`config.mk`:
```
export PLATFORM = sky130hd
export DESIGN_NAME = apb_event_unit_mc
export DESIGN_NICKNAME = d
export VERILOG_FILES = /design/src/rtl/apb_event_unit_mc_pkg.sv /design/src/rtl/event_prio_enc.sv /design/src/rtl/apb_event_unit_mc.sv
export SDC_FILE = /design/constraint.sdc
export NUM_CORES = 1
export LEC_CHECK = 0
export ABC_AREA = 1
export BUFFER_PORTS_ARGS = -buffer_cell sky130_fd_sc_hd__buf_2
export CAP_MARGIN = 10
export CELL_PAD_IN_SITES_DETAIL_PLACEMENT = 2
export CELL_PAD_IN_SITES_GLOBAL_PLACEMENT = 2
export CORE_ASPECT_RATIO = 0.6
export CORE_UTILIZATION = 32
export CTS_CLUSTER_SIZE = 25
export DETAILED_ROUTE_END_ITERATION = 8
export PLACE_DENSITY_LB_ADDON = 0.1
export SYNTH_ARGS = -nofsm -noshare
export SYNTH_HDL_FRONTEND = slang
export SYNTH_HIERARCHICAL = 1
export SYNTH_SLANG_ARGS = --single-unit
export TNS_END_PERCENT = 50
```
`constraint.sdc`:
```
create_clock -name HCLK -period 2.65 [get_ports HCLK]
set_clock_uncertainty 0.15 [all_clocks]
set_input_delay 0.265 -clock HCLK [delete_from_list [all_inputs] [get_ports HCLK]]
set_output_delay 0.265 -clock HCLK [all_outputs]
set_load 0.01 [all_outputs]
```
`src/rtl/apb_event_unit_mc_pkg.sv`:
```
`timescale 1ns/1ps
// ---------------------------------------------------------------------------
// apb_event_unit_mc_pkg
// Shared definitions for the multi-channel APB event unit.
//   - REG_* : register indices, selected by PADDR[4:2]
//   - sleep_state_t : sleep controller state encoding (readable via SLEEP)
//   - status_t : layout of the STATUS register (request flag in bit 31,
//                zero-extended request ID in the low bits)
// ---------------------------------------------------------------------------
package apb_event_unit_mc_pkg;

    localparam logic [2:0] REG_ENABLE   = 3'd0;
    localparam logic [2:0] REG_PENDING  = 3'd1;
    localparam logic [2:0] REG_SET      = 3'd2;
    localparam logic [2:0] REG_CLEAR    = 3'd3;
    localparam logic [2:0] REG_MODE     = 3'd4;
    localparam logic [2:0] REG_WAKEMASK = 3'd5;
    localparam logic [2:0] REG_SLEEP    = 3'd6;
    localparam logic [2:0] REG_STATUS   = 3'd7;

    typedef enum logic [1:0] {
        RUN       = 2'd0,
        SLEEP_REQ = 2'd1,
        SLEEP     = 2'd2,
        WAKE      = 2'd3
    } sleep_state_t;

    typedef struct packed {
        logic        req;
        logic [30:0] id;
    } status_t;

endpackage

```
`src/rtl/event_prio_enc.sv`:
```
`timescale 1ns/1ps
// ---------------------------------------------------------------------------
// event_prio_enc
// Combinational fixed-priority encoder: the lowest set index wins.
// Ports:
//   req   [WIDTH-1:0]     request vector
//   valid                 at least one request bit is set
//   id    [ID_WIDTH-1:0]  index of the lowest set bit (0 when none)
// ---------------------------------------------------------------------------
module event_prio_enc #(
    parameter int WIDTH    = 32,
    parameter int ID_WIDTH = 5
) (
    input  logic [WIDTH-1:0]    req,
    output logic                valid,
    output logic [ID_WIDTH-1:0] id
);

    // Scan from the top down so the lowest set index is the last one written.
    always_comb begin
        valid = |req;
        id    = '0;
        for (int i = WIDTH - 1; i >= 0; i--) begin
            if (req[i]) begin
                id = ID_WIDTH'(i);
            end
        end
    end

endmodule

```
`src/rtl/apb_event_unit_mc.sv`:
```
`timescale 1ns/1ps
// ---------------------------------------------------------------------------
// apb_event_unit_mc
// APB-mapped multi-channel event/interrupt unit with a sleep controller.
// Ports:
//   HCLK, HRESET            clock, synchronous active-high reset
//   PADDR/PWDATA/PWRITE/
//   PSEL/PENABLE            APB request; PADDR[4:2] selects the register
//   PRDATA/PREADY/PSLVERR   APB response (combinational, zero wait state)
//   line_i                  request lines (edge or level per MODE bit)
//   irq_req_o/irq_id_o      registered request and ID presented to the core
//   irq_ack_i/irq_ack_id_i  ID-qualified acknowledge from the core
//   core_busy_i             core still has activity in flight
//   fetch_en_o              core fetch enable
//   clk_gate_core_o         core clock enable (1 = running)
// ---------------------------------------------------------------------------
module apb_event_unit_mc
    import apb_event_unit_mc_pkg::*;
#(
    parameter int APB_ADDR_WIDTH = 12,
    parameter int NUM_LINES      = 32,
    parameter int ID_WIDTH       = 5,
    parameter int WAKE_CYCLES    = 4
) (
    input  logic                      HCLK,
    input  logic                      HRESET,
    input  logic [APB_ADDR_WIDTH-1:0] PADDR,
    input  logic [31:0]               PWDATA,
    input  logic                      PWRITE,
    input  logic                      PSEL,
    input  logic                      PENABLE,
    output logic [31:0]               PRDATA,
    output logic                      PREADY,
    output logic                      PSLVERR,
    input  logic [NUM_LINES-1:0]      line_i,
    output logic                      irq_req_o,
    output logic [ID_WIDTH-1:0]       irq_id_o,
    input  logic                      irq_ack_i,
    input  logic [ID_WIDTH-1:0]       irq_ack_id_i,
    input  logic                      core_busy_i,
    output logic                      fetch_en_o,
    output logic                      clk_gate_core_o
);

    logic [NUM_LINES-1:0] enable_q, pending_q, mode_q, wakemask_q, line_q;
    logic [NUM_LINES-1:0] pending_d, ack_vec, sw_set, sw_clr, edge_set, active;
    logic [NUM_LINES-1:0] wdata;
    sleep_state_t         state_q, state_d;
    logic [7:0]           cnt_q, cnt_d;
    logic                 irq_req_q, enc_valid;
    logic [ID_WIDTH-1:0]  irq_id_q, enc_id;
    logic                 fetch_en_q, fetch_en_d, clk_gate_q, clk_gate_d;
    logic                 apb_access, addr_err, status_wr, wr_en, sleep_wr, wake;
    logic [2:0]           reg_sel;
    status_t              status;
    logic                 unused_addr_lsbs;

    assign unused_addr_lsbs = ^PADDR[1:0];

    // APB decode: out-of-range addresses and STATUS writes are rejected
    // with PSLVERR and must not touch any state.
    assign reg_sel    = PADDR[4:2];
    assign apb_access = PSEL & PENABLE;
    assign addr_err   = |PADDR[APB_ADDR_WIDTH-1:5];
    assign status_wr  = PWRITE && (reg_sel == REG_STATUS);
    assign PSLVERR    = apb_access & (addr_err | status_wr);
    assign wr_en      = apb_access & PWRITE & ~addr_err & ~status_wr;
    assign sleep_wr   = wr_en && (reg_sel == REG_SLEEP) && PWDATA[0];
    assign PREADY     = 1'b1;
    assign wdata      = PWDATA[NUM_LINES-1:0];

    assign status.req = irq_req_q;
    assign status.id  = 31'(irq_id_q);

    // Read mux; bits above NUM_LINES stay zero from the default.
    always_comb begin
        PRDATA = '0;
        if (PSEL && !addr_err) begin
            case (reg_sel)
                REG_ENABLE:   PRDATA[NUM_LINES-1:0] = enable_q;
                REG_PENDING:  PRDATA[NUM_LINES-1:0] = pending_q;
                REG_MODE:     PRDATA[NUM_LINES-1:0] = mode_q;
                REG_WAKEMASK: PRDATA[NUM_LINES-1:0] = wakemask_q;
                REG_SLEEP:    PRDATA = {30'b0, state_q};
                REG_STATUS:   PRDATA = status;
                default:      PRDATA = '0;
            endcase
        end
    end

    // Pending next-state. Edge bits: hardware edge beats software set, which
    // beats clear/ack, so an edge arriving with its own ack is not lost.
    // Level bits simply follow the line.
    always_comb begin
        ack_vec  = '0;
        sw_set   = '0;
        sw_clr   = '0;
        edge_set = line_i & ~line_q;
        for (int i = 0; i < NUM_LINES; i++) begin
            if (irq_ack_i && (irq_ack_id_i == ID_WIDTH'(i))) begin
                ack_vec[i] = 1'b1;
            end
        end
        if (wr_en) begin
            case (reg_sel)
                REG_SET:     sw_set = wdata;
                REG_CLEAR:   sw_clr = wdata;
                REG_PENDING: begin
                    sw_set = wdata;
                    sw_clr = ~wdata;
                end
                default:     sw_set = '0;
            endcase
        end
        pending_d = (mode_q & (edge_set | sw_set | (pending_q & ~(sw_clr | ack_vec))))
                  | (~mode_q & line_i);
    end

    assign active = pending_q & enable_q;

    event_prio_enc #(
        .WIDTH    (NUM_LINES),
        .ID_WIDTH (ID_WIDTH)
    ) u_prio_enc (
        .req   (active),
        .valid (enc_valid),
        .id    (enc_id)
    );

    // Configuration/pending registers and the registered encoder output.
    // The ID is only refreshed while a request is valid so it holds its
    // last value once the request drops.
    always_ff @(posedge HCLK) begin
        if (HRESET) begin
            enable_q   <= '0;
            pending_q  <= '0;
            mode_q     <= '1;
            wakemask_q <= '0;
            line_q     <= '0;
            irq_req_q  <= 1'b0;
            irq_id_q   <= '0;
        end else begin
            line_q    <= line_i;
            pending_q <= pending_d;
            irq_req_q <= enc_valid;
            if (enc_valid) begin
                irq_id_q <= enc_id;
            end
            if (wr_en) begin
                case (reg_sel)
                    REG_ENABLE:   enable_q   <= wdata;
                    REG_MODE:     mode_q     <= wdata;
                    REG_WAKEMASK: wakemask_q <= wdata;
                    default:      ;
                endcase
            end
        end
    end

    assign wake = |(pending_q & (enable_q | wakemask_q));

    // Sleep controller next-state; outputs are derived from the next state
    // so they change on the same edge as the state itself.
    always_comb begin
        state_d = state_q;
        cnt_d   = cnt_q;
        case (state_q)
            RUN: begin
                if (sleep_wr) state_d = SLEEP_REQ;
            end
            SLEEP_REQ: begin
                if (wake)              state_d = RUN;
                else if (!core_busy_i) state_d = SLEEP;
            end
            SLEEP: begin
                if (wake) begin
                    state_d = WAKE;
                    cnt_d   = 8'(WAKE_CYCLES - 1);
                end
            end
            WAKE: begin
                if (cnt_q == 8'd0) state_d = RUN;
                else               cnt_d   = cnt_q - 8'd1;
            end
            default: state_d = RUN;
        endcase
        fetch_en_d = (state_d == RUN) || (state_d == SLEEP_REQ);
        clk_gate_d = (state_d != SLEEP);
    end

    // Sleep controller state, wake counter and registered core controls.
    always_ff @(posedge HCLK) begin
        if (HRESET) begin
            state_q    <= RUN;
            cnt_q      <= '0;
            fetch_en_q <= 1'b1;
            clk_gate_q <= 1'b1;
        end else begin
            state_q    <= state_d;
            cnt_q      <= cnt_d;
            fetch_en_q <= fetch_en_d;
            clk_gate_q <= clk_gate_d;
        end
    end

    assign irq_req_o       = irq_req_q;
    assign irq_id_o        = irq_id_q;
    assign fetch_en_o      = fetch_en_q;
    assign clk_gate_core_o = clk_gate_q;

endmodule

```
======== After elaboration in Yosys (flattened, before gate mapping) ========
Index checks and enable logic that the tools add are counted.
storage, ports and cells
  flip-flop bits (word level) ............. 178
  word-level logic and storage cells ...... 211
  input bits .............................. 88
  output and inout bits ................... 42
cells by class
  eq/ne operators ......................... 45
  reductions and logical operators ........ 52
  bitwise logic cells ..................... 23
  multiplexer cells ....................... 79
  add/sub/neg operators ................... 1
operator list
  cell                 count
  $and 32x32->32       6
  $pmux 32 s6          1
  $mux 5               32
  $or 32x32->32        5
  $mux 32              4
  $not 32->32          4
  $eq 5x5->1 const B   16
  $pmux 32 s2          1
  $reduce_or 32->1     2
  $eq 5x4->1 const B   8
  $logic_and 1x1->1    36
  $mux 1               32
  $eq 5x3->1 const B   4
  $mux 8               2
  $pmux 8 s2           1
  $eq 3x3->1 const B   4
  $eq 5x2->1 const B   2
  $mux 2               5
  $logic_not 8->1      1
  $pmux 2 s4           1
  $sub 8x1->8 const B  1
  $reduce_or 7->1      1
  $eq 3x2->1 const B   2
  $ne 2x2->1 const B   3
  other kinds (16)     26

======== Depth between registers and ports, before layout ========
Gate-level depths: netlist (run 1).
  depth in word-level cells ............... 33
  gate-level depth with buffers ........... 35
  gate-level depth less buffers ........... 35

======== Modules after synthesis ========
Netlist (run 1), hierarchy kept.
modules (own cells, without submodules)
  module             seq. area each (µm²)  times used  area an instance (µm²)  cells each
  apb_event_unit_mc  3,563.4               1           8,874.8                 1,296
  event_prio_enc     0.0                   1           470.5                   107

======== Worst setup path after synthesis (run 1) ========
No wires, ideal clock.
  path kind ............................... reg-to-reg
  start ................................... register pending_q[30]
  end ..................................... register irq_id_q[0], in the netlist irq_id_o[0]
  arrival time ............................ 1.871 ns
  library setup time ...................... 0.116 ns
  buffers on the path ..................... 0
  stages on the path, launching flop included .. 36
  path slack .............................. 0.514 ns
  clock period less this slack ............ 2.136 ns
  required time ........................... 2.384 ns
  cell sequence ........................... dfxtp_1 > nand2_1 > inv_1 > inv_1 > nand2_1 > nand2_1 > nand2_1 > nand2_1 > nand2_1 > nand2_1 > nand2_1 > nand2_1 > nand2_1 > nand2_1 > nand2_1 > nand2_1 > nand2_1 > nand2_1 > nand2_1 > nand2_1 > nand2_1 > nand2_1 > nand2_1 > nand2_1 > nand2_1 > nand2_1 > nand2_1 > nand2_1 > nand2_1 > nand2_1 > nand2_1 > nand2_1 > nand2_1 > a21oi_2 > nor2_1 > nor2_1
on the way
  longest elaborated chain between the ends .. 32
ends and longest elaborated chain
  element                 line                      source
  from (decl)             apb_event_unit_mc.sv:45   logic [NUM_LINES-1:0] enable_q, pending_q, mode_q, wakemask_q, line_q;
  from (signal assigned)  apb_event_unit_mc.sv:144  pending_q <= pending_d;
  $and 32x32->32          apb_event_unit_mc.sv:119  assign active = pending_q & enable_q;
  net active[30]          apb_event_unit_mc.sv:46   logic [NUM_LINES-1:0] pending_d, ack_vec, sw_set, sw_clr, edge_set, active;
  $mux 5 (31 in a row)    event_prio_enc.sv:24      if (req[i]) begin
  net enc_id[0]           apb_event_unit_mc.sv:51   logic [ID_WIDTH-1:0] irq_id_q, enc_id;
  to (signal assigned)    apb_event_unit_mc.sv:147  irq_id_q <= enc_id;
  to (decl)               apb_event_unit_mc.sv:51
The timed path passes the listed nets, and every way through them passes these cells.
A chain may end at the register's enable or synchronous reset.

======== Final worst setup path (run 1) ========
  start ................................... register enable_q[30]
  end ..................................... register irq_id_q[0], in the netlist irq_id_o[0]
on the way
  longest elaborated chain between the ends .. 32
ends and longest elaborated chain
  element                 line                      source
  from (decl)             apb_event_unit_mc.sv:45
  from (signal assigned)  apb_event_unit_mc.sv:151  REG_ENABLE: enable_q <= wdata;
  $and 32x32->32          apb_event_unit_mc.sv:119
  net active[30]          apb_event_unit_mc.sv:46
  $mux 5 (31 in a row)    event_prio_enc.sv:24
  net enc_id[0]           apb_event_unit_mc.sv:51
The timed path passes the listed nets, and every way through them passes these cells.

==> results_dict.tcl, run 1 <==
set metrics [dict create \
    initial_core_util_pct 32.6 \
    synth_nets 1492 \
    path_common_cell "nand2_1" \
    min_path_type "primary input to register" \
    yosysSeqAreaShare_pct 38.1 \
    crit_buf_inv 2 \
    layout_min_cycle_time_ns 2.59 \
    status "completed" \
    max-vdd-ir-drop_mv 0.403 \
    final_hold_viol_count 0 \
    dieArea_um2 29900 \
    cap_violations 0 \
    routed_wl_um 41700 \
    cts_tree "done" \
    first_global_vias 11100 \
    rsz0062_at_grt "yes" \
    num_vias 10500 \
    core_area_um2 28700 \
    timing.slew.headroom_pct 50.1 \
    critPathSlowestCell "dfxtp_2" \
    cp_top_family "simple AND/OR/NAND/NOR gates" \
    regArea_um2 3570 \
    area.growth.synth_to_final_pct 25.2 \
    max_stage_delay_ns 0.36 \
    synthesis.area_um2 9350 \
    fmax_mhz 386 \
    num_antenna_cells 0 \
    wl_per_cell_um 21.3 \
    grt_pass1_wl_um 64900 \
    htreeDepth 4 \
    rows 48 \
    worst_slew_pin_slew_ns 0.749 \
    die_h_um 134 \
    synth.area.top_cells "dfxtp_1, nand2_1, o21ai_0, inv_1, nor2_1" \
    ys.warnings.count 6 \
    cts.sinks 178 \
    finalSetupViolCount 0 \
    p_leak_nw 5.55 \
    arrival_ns 2.79 \
    ys_ff_latch 178 \
    first_pass_iters 5 \
    synth_cell_type_count 45 \
    fin_crit_sh_pct 97.8 \
    drive_above_1_share_pct 14.4 \
    synth_largest_area_cell "dfxtp_1" \
    clk_pin_slew_ns 0.08 \
    dpl.hpwl_um 28600 \
    die_w_um 223 \
    synth_top_cell_area_share_pct 38.1 \
    overflow 0 \
    cts_buffer_depth 2 \
    holdWs_ns 0.0218 \
    portBuffers 126 \
    antenna_found_initial 2 \
    p_per_area_nw_per_um2 520 \
    path_max_fanout 2 \
    clk-insertion-delay-late_ns 0.45 \
    grt_usage_pct 28.5 \
    numCtsBuffers 17 \
    grt_max_degree 62 \
    drv_slew 0 \
    fillers 3459 \
    final_nets 1661 \
    criticalPathCategory "register to register" \
    finalWorstSetupSlack_ns 0.0572 \
    synth_area_per_cell_um2 6.66 \
    antenna_left 0 \
    clockRootBuffer "clkbuf_16" \
    dp_slack_ns 0.0692 \
    remaining_drc_errors 0 \
    critPathCaptureType "register" \
    synth_cells 1403 \
    startpoint_type "register" \
    multi_input_area_um2 4840 \
    drt-vias-per-instance 5.37 \
    place_congestion 0.819 \
    pin_count 130 \
    worst_ep_required_time_ns 2.84 \
    drt_iter0_drc 546 \
]
## sequential cells by signal (all words and copies together), names as in the netlist
register,cells
irq_req_o,1
mode_q,32
enable_q,32
wakemask_q,32
cnt_q,8
irq_id_o,5
line_q,32
state_q,2
clk_gate_core_o,1
fetch_en_o,1
pending_q,32
## synthesized netlist by cell type, drive strengths merged
| library cell | n |
|---|---|
| nand2 | 370 |
| o21ai | 181 |
| dfxtp | 178 |
| inv | 161 |
| nor2 | 134 |
| a21oi | 77 |
| nand3 | 56 |
| clkbuf | 40 |
| o211ai | 32 |
| buf | 29 |
| a41oi | 28 |
| o21bai | 25 |
| a31oi | 24 |
| o21a | 22 |
| nor3 | 8 |
| a21boi | 6 |
| a22oi | 5 |
| a221oi | 4 |
| nand4 | 4 |
| xor2 | 3 |
| and3 | 2 |
| bufinv | 2 |
| nor4 | 2 |
| xnor2 | 2 |
| a211oi | 1 |
| a311oi | 1 |
| and2 | 1 |
| clkinv | 1 |
| conb | 1 |
| ha | 1 |
| o22ai | 1 |
| o31ai | 1 |
## timing repair
action | 4_1_cts | 5_1_grt
endpoints found under the setup margin | 1 | 1
hold buffers | 60 | 0
hold endpoints to repair | 102 | 0
pin swaps | 0 | 1
gates resized for setup | 9 | 11
setup buffers | 2 | 2
## tightest hold or removal path, cell delays in order
cell and delay (ns):
buf_2 0.10, inv_1 0.10, a21oi_1 0.13
## cells in the final DEF (no fill, tap or decap), drive strengths merged, types with 5 or more instances in the layout
master       netlist  layout
nand2            370     370
nand3             56      56
clkinv             1       7
o21ai            181     181
a31oi             24      24
a22oi              5       5
dfxtp            178     178
o21bai            25      25
a41oi             28      28
o21a              22      22
a21oi             77      77
nor3               8       8
dlygate4sd3        0      60
inv              161     162
clkbuf            40      21
a21boi             6       6
nor2             134     134
o211ai            32      32
buf               29     159
## worst paths after layout
kind,to,slack [ns],cells after the start,start
max,irq_id_o[0]$_SDFFE_PP0P_,0.06,35,enable_q[30]$_SDFFE_PP0P_
max reg2reg,irq_id_o[0]$_SDFFE_PP0P_,0.06,35,enable_q[30]$_SDFFE_PP0P_
min reg2reg,pending_q[17]$_SDFF_PP0_,0.33,3,line_q[17]$_SDFF_PP0_
min,wakemask_q[20]$_SDFFE_PP0P_,0.02,3,PWDATA[20]
## through the flow
step                power [mW]  cells  instance area [um^2]  setup TNS, ns  util, %
finish                    6.08   1960                 11700              0     40.7
global route              6.29   1960                 11700         -0.181     40.7
detailed placement        3.39   1864                 10400              0     36.4
CTS                       6.12   1958                 11700              0     40.6
global placement          3.37   1864                 10400              0     36.4
floorplan                 3.12   1403                  9350              0        -
## layer usage
| metal | global-route usage [%] | share of wire (%) | wire (um) |
|---|---|---|---|
| met3 | 4.99 | 3.9 | 1640 |
| met1 | 40.1 | 51 | 21200 |
| met2 | 44.5 | 43 | 18100 |
| met5 | 0 | 0 | 0 |
| met4 | 8.01 | 1.7 | 703 |
## power breakdown
group          internal (mW)  leakage [nW]  switching (mW)  total [mW]
Combinational          0.244          3.81           0.377       0.620
Clock                   1.45         0.284            1.21        2.66
Sequential              2.74          1.46          0.0540        2.80
## kinds of logic after synthesis
group | Yosys count | synth area share [%]
AOI/OAI and AO/OA | 408 | 26.0
xor gates and xnor gates | 5 | 0.469
adders and majority gates | 1 | 0.134
buffers and inverters | 233 | 10.3
DFF | 178 | 38.1
other | 1 | 0.0401
and+or+nand+nor | 577 | 24.9
## cell type report
type	instances	area share (%)
inverter	164	5.51
clock inverter	11	1.10
tap	375	4.01
clock buffer	21	3.94
timing repair buffer	219	13.5
sequential	178	30.6
multi-input combinational	992	41.4
Note: power is estimated with default switching activity, not from simulation.
==> inputs of run 2 (changes only) <==
--- a/config.mk
+++ b/config.mk
@@ -14,6 +14,7 @@
 export CORE_UTILIZATION = 32
 export CTS_CLUSTER_SIZE = 25
 export DETAILED_ROUTE_END_ITERATION = 8
+export MAX_ROUTING_LAYER = met4
 export PLACE_DENSITY_LB_ADDON = 0.1
 export SYNTH_ARGS = -nofsm -noshare
 export SYNTH_HDL_FRONTEND = slang
==> results_dict.tcl, run 2 (same netlist as run 1, synthesis figures left out) <==
set metrics [dict create \
    status "completed" \
    whs_path_depth 3 \
    rsz0062_at_grt "yes" \
    p_per_area_nw_per_um2 520 \
    path_common_cell "nand2_1" \
    timing.slew.headroom_pct 49.6 \
    final_nets 1661 \
    grt_max_degree 62 \
    cap_violations 0 \
    startpoint_type "register" \
    arrival_ns 2.76 \
    drt_iter0_drc 613 \
    clk-insertion-delay-late_ns 0.45 \
    max_stage_delay_ns 0.35 \
    final_cell_count_no_fill 1961 \
    tns_ns 0 \
    cts_tree "done" \
    drive_above_1_share_pct 14.4 \
    htreeDepth 4 \
    crit_buf_inv 2 \
    worst_ep_required_time_ns 2.84 \
    crit-reg2reg-launch "enable_q[30]$_SDFFE_PP0P_" \
    criticalPathCategory "register to register" \
    postPlaceCellArea_um2 10400 \
    die_h_um 134 \
    layout_min_cycle_time_ns 2.56 \
    finalSetupViolCount 0 \
    first_global_vias 11100 \
    overflow 0 \
    grt_usage_pct 29.4 \
    drv_slew 0 \
    fillers 3464 \
    clk_pin_slew_ns 0.07 \
    max-vdd-ir-drop_mv 0.402 \
    place_congestion 0.831 \
    r2r-end "irq_id_o[0]$_SDFFE_PP0P_" \
    clockRootBuffer "clkbuf_16" \
    critPathSlowestCell "dfxtp_2" \
    die_w_um 223 \
    holdCritStartpoint "PWDATA[4]" \
    holdWs_ns 0.0262 \
    final_hold_viol_count 0 \
    wl_per_cell_um 21.4 \
    path_max_fanout 2 \
    portBuffers 126 \
    p_total_mw 6.09 \
    remaining_drc_errors 0 \
    layout_commonest_cell "nand2_1" \
    numCtsBuffers 17 \
    dp_cells 1864 \
    fin_crit_sh_pct 96.8 \
    grt_pass1_wl_um 65100 \
    reg2regPathDepth 35 \
    cts.sinks 178 \
    routed_wl_um 41900 \
    antenna_left 0 \
    first_pass_iters 5 \
    min_path_type "primary input to register" \
    cp_top_family "simple AND/OR/NAND/NOR gates" \
    final_cell_mix "nand2_1, dfxtp_1, o21ai_0" \
    pin_count 130 \
    p_leak_nw 5.55 \
    core_area_um2 28700 \
    regArea_um2 3570 \
    antenna_found_initial 2 \
    hold_end "enable_q[4]$_SDFFE_PP0P_" \
    area.growth.synth_to_final_pct 25.2 \
    num_vias 10600 \
    worst_slew_pin_slew_ns 0.756 \
    cts_buffer_depth 2 \
    multi_input_area_um2 4840 \
    rows 48 \
    dpl.hpwl_um 28600 \
    dieArea_um2 29900 \
    design_area_um2 11700 \
    drt-vias-per-instance 5.38 \
    fmax_mhz 390 \
    r2r_slack_ns 0.09 \
    critPathCaptureType "register" \
    initial_core_util_pct 32.6 \
]
run 2: cell types whose count changed in the layout (fill, tap and decap cells not counted):
cell / before / now
diode_2: 0 / 1
run 2: worst register-to-register path, delay by kind of cell, from the launching register on:
family                 cells  cell delay [ns]
AOI/OAI and AO/OA          1             0.05
buffers and inverters      2             0.10
DFF                        1             0.35
and+or+nand+nor           32             1.80
run 2: worst max path at each step:
stage / from / to / slack (ns) / depth (start not counted)
2_1_floorplan: pending_q[30]$_SDFF_PP0_ / irq_id_o[0]$_SDFFE_PP0P_ / 0.51 / 35
3_3_place_gp: enable_q[30]$_SDFFE_PP0P_ / irq_id_o[0]$_SDFFE_PP0P_ / 0.13 / 35
3_5_place_dp: enable_q[30]$_SDFFE_PP0P_ / irq_id_o[0]$_SDFFE_PP0P_ / 0.07 / 35
6_report: enable_q[30]$_SDFFE_PP0P_ / irq_id_o[0]$_SDFFE_PP0P_ / 0.09 / 35
4_1_cts: pending_q[31]$_SDFF_PP0_ / irq_id_o[0]$_SDFFE_PP0P_ / 0.002 / 34
5_1_grt: enable_q[30]$_SDFFE_PP0P_ / irq_id_o[0]$_SDFFE_PP0P_ / -0.18 / 35
run 2: what timing repair did:
action | in CTS | in global routing
gates resized for setup | 9 | 11
hold buffers | 60 | 0
endpoints found under the hold margin | 102 | 0
pin swaps | 0 | 1
cloned | 0 | 0
endpoints found under the setup margin | 1 | 1
setup buffers | 2 | 2
run 2: routing by layer:
layer	vias to the layer above	wire length, um	track usage, %
met2	242	18100	44.4
met1	5272	21200	40.4
li1	4990	-	-
met4	0	805	8.70
met3	49	1860	4.60
met5	-	0	-
run 2: per-stage QoR:
stage	util [%]	setup slack, ns
6_report	40.8	0.0855
5_1_grt	40.8	-0.181
2_1_floorplan	-	0.514
3_5_place_dp	36.4	0.0692
3_3_place_gp	36.4	0.127
4_1_cts	40.6	0.00192
run 2: power breakdown:
group | total [mW] | switching, mW | internal (mW)
combinational | 0.621 | 0.377 | 0.244
sequential | 2.80 | 0.0538 | 2.74
clock | 2.67 | 1.22 | 1.45
run 2: cell type report:
class                      instances  share of cell area [%]
multi-input combinational        992                    41.4
inverter                         164                    5.51
timing repair buffer             219                    13.5
antenna                            1                  0.0214
sequential                       178                    30.5
tap                              375                    4.01
clock inverter                    11                    1.10
clock buffer                      21                    3.94
==> inputs of run 3 (changes only) <==
--- a/config.mk
+++ b/config.mk
@@ -16,6 +16,7 @@
 export DETAILED_ROUTE_END_ITERATION = 8
 export MAX_ROUTING_LAYER = met4
 export PLACE_DENSITY_LB_ADDON = 0.1
+export REMOVE_ABC_BUFFERS = 1
 export SYNTH_ARGS = -nofsm -noshare
 export SYNTH_HDL_FRONTEND = slang
 export SYNTH_HIERARCHICAL = 1
==> results_dict.tcl, run 3 (same netlist as run 1, synthesis figures left out) <==
set metrics [dict create \
    criticalPathCategory "register to register" \
    pin_count 130 \
    startpoint_type "register" \
    cts.sinks 178 \
    dieArea_um2 29900 \
    num_antenna_cells 0 \
    die_h_um 134 \
    remaining_drc_errors 0 \
    path_common_cell "nand2_1" \
    first_pass_iters 5 \
    clockRootBuffer "clkbuf_16" \
    path_max_fanout 3 \
    portBuffers 126 \
    status "completed" \
    crit_buf_inv 2 \
    wl_per_cell_um 21.4 \
    rsz0062_at_grt "yes" \
    arrival_ns 2.69 \
    min_path_type "primary input to register" \
    core_area_um2 28700 \
    layout_commonest_cell "nand2_1" \
    fin_crit_sh_pct 94.1 \
    postPlaceCellArea_um2 10500 \
    grt_max_degree 78 \
    clk-insertion-delay-late_ns 0.46 \
    routed_wl_um 41800 \
    area.growth.synth_to_final_pct 25.2 \
    finalWorstSetupSlack_ns 0.156 \
    final_core_util_pct 40.7 \
    cts_buffer_depth 2 \
    cp_top_family "simple AND/OR/NAND/NOR gates" \
    place_congestion 0.849 \
    antenna_found_initial 0 \
    design_area_um2 11700 \
    finalSetupViolCount 0 \
    fillers 3431 \
    layout_min_cycle_time_ns 2.49 \
    max_stage_delay_ns 0.35 \
    drive_above_1_share_pct 14.3 \
    critPathSlowestCell "dfxtp_2" \
    rows 48 \
    worst_slew_pin_slew_ns 0.720 \
    timing.slew.headroom_pct 52.0 \
    drv_slew 0 \
    drt_iter0_drc 684 \
    antenna_left 0 \
    clk_pin_slew_ns 0.07 \
    htreeDepth 4 \
    final_nets 1656 \
    cts_tree "done" \
    critPathCaptureType "register" \
    overflow 0 \
    holdWs_ns 0.0180 \
    worst_ep_required_time_ns 2.84 \
    grt_usage_pct 29.4 \
    numCtsBuffers 17 \
    final_hold_viol_count 0 \
    dpl.hpwl_um 28200 \
    fmax_mhz 401 \
    cap_violations 0 \
    p_leak_nw 5.55 \
    initial_core_util_pct 32.6 \
    die_w_um 223 \
    dp_slack_ns 0.0751 \
    max-vdd-ir-drop_mv 0.443 \
    p_per_area_nw_per_um2 532 \
    grt_pass1_wl_um 64900 \
    num_vias 10500 \
    final_cell_mix "nand2_1, dfxtp_1, o21ai_0" \
    first_global_vias 11100 \
    drt-vias-per-instance 5.36 \
]
run 3: cell types whose count changed in the layout (fill, tap and decap cells not counted), moves of 3 or more:
cell           previous run  this run
buf_4                    25        22
clkinv_2                  3         6
clkinv_4                  3         0
dlygate4sd3_1            60        57
run 3: tightest hold or removal path: stages:
cell	delay, ns
buf_2	0.13
inv_1	0.11
a21oi_1	0.07
run 3: final timing paths:
| kind | slack (ns) | cells after the start | end | start |
|---|---|---|---|---|
| worst max register to register | 0.16 | 35 | irq_id_o[0]$_SDFFE_PP0P_ | enable_q[30]$_SDFFE_PP0P_ |
| worst min-delay path | 0.02 | 3 | enable_q[31]$_SDFFE_PP0P_ | PWDATA[31] |
| worst max-delay path | 0.16 | 35 | irq_id_o[0]$_SDFFE_PP0P_ | enable_q[30]$_SDFFE_PP0P_ |
| worst min register to register | 0.32 | 3 | pending_q[17]$_SDFF_PP0_ | line_q[17]$_SDFF_PP0_ |
run 3: cell type report:
| class | instances | area [um^2] | share of cell area [%] |
|---|---|---|---|
| Clock buffer | 18 | 439 | 3.75 |
| Clock inverter | 14 | 185 | 1.58 |
| Tap cell | 375 | 469 | 4.01 |
| Inverter | 164 | 644 | 5.51 |
| Sequential cell | 178 | 3580 | 30.6 |
| Timing Repair Buffer | 214 | 1550 | 13.2 |
| Multi-Input combinational cell | 992 | 4840 | 41.3 |
run 3: per-stage QoR:
stage	setup TNS (ns)	total power [mW]	instances
3_5_place_dp	0	3.39	1863
5_1_grt	-0.169	6.46	1955
3_3_place_gp	0	3.37	1863
2_1_floorplan	-3.52	3.10	1334
4_1_cts	0	6.26	1952
6_report	0	6.22	1955
run 3: metal layers:
metal	vias to the layer above	global-route usage [%]	share of wire (%)
li1	4964	-	-
met1	5299	40.8	51
met2	173	45.4	44
met3	34	3.92	3.4
met4	0	6.55	1.1
met5	-	-	0
run 3: repair_timing:
action,in CTS,in global routing
gates resized for setup,0,18
endpoints found under the hold margin,93,0
setup buffers,0,3
endpoints found under the setup margin,0,1
hold buffers,57,0
run 3: report_power, final:
group,total [mW],switching (mW),internal (mW)
clock,2.81,1.21,1.60
sequential,2.80,0.0556,2.74
combinational,0.611,0.370,0.241
total,6.22,1.63,4.59
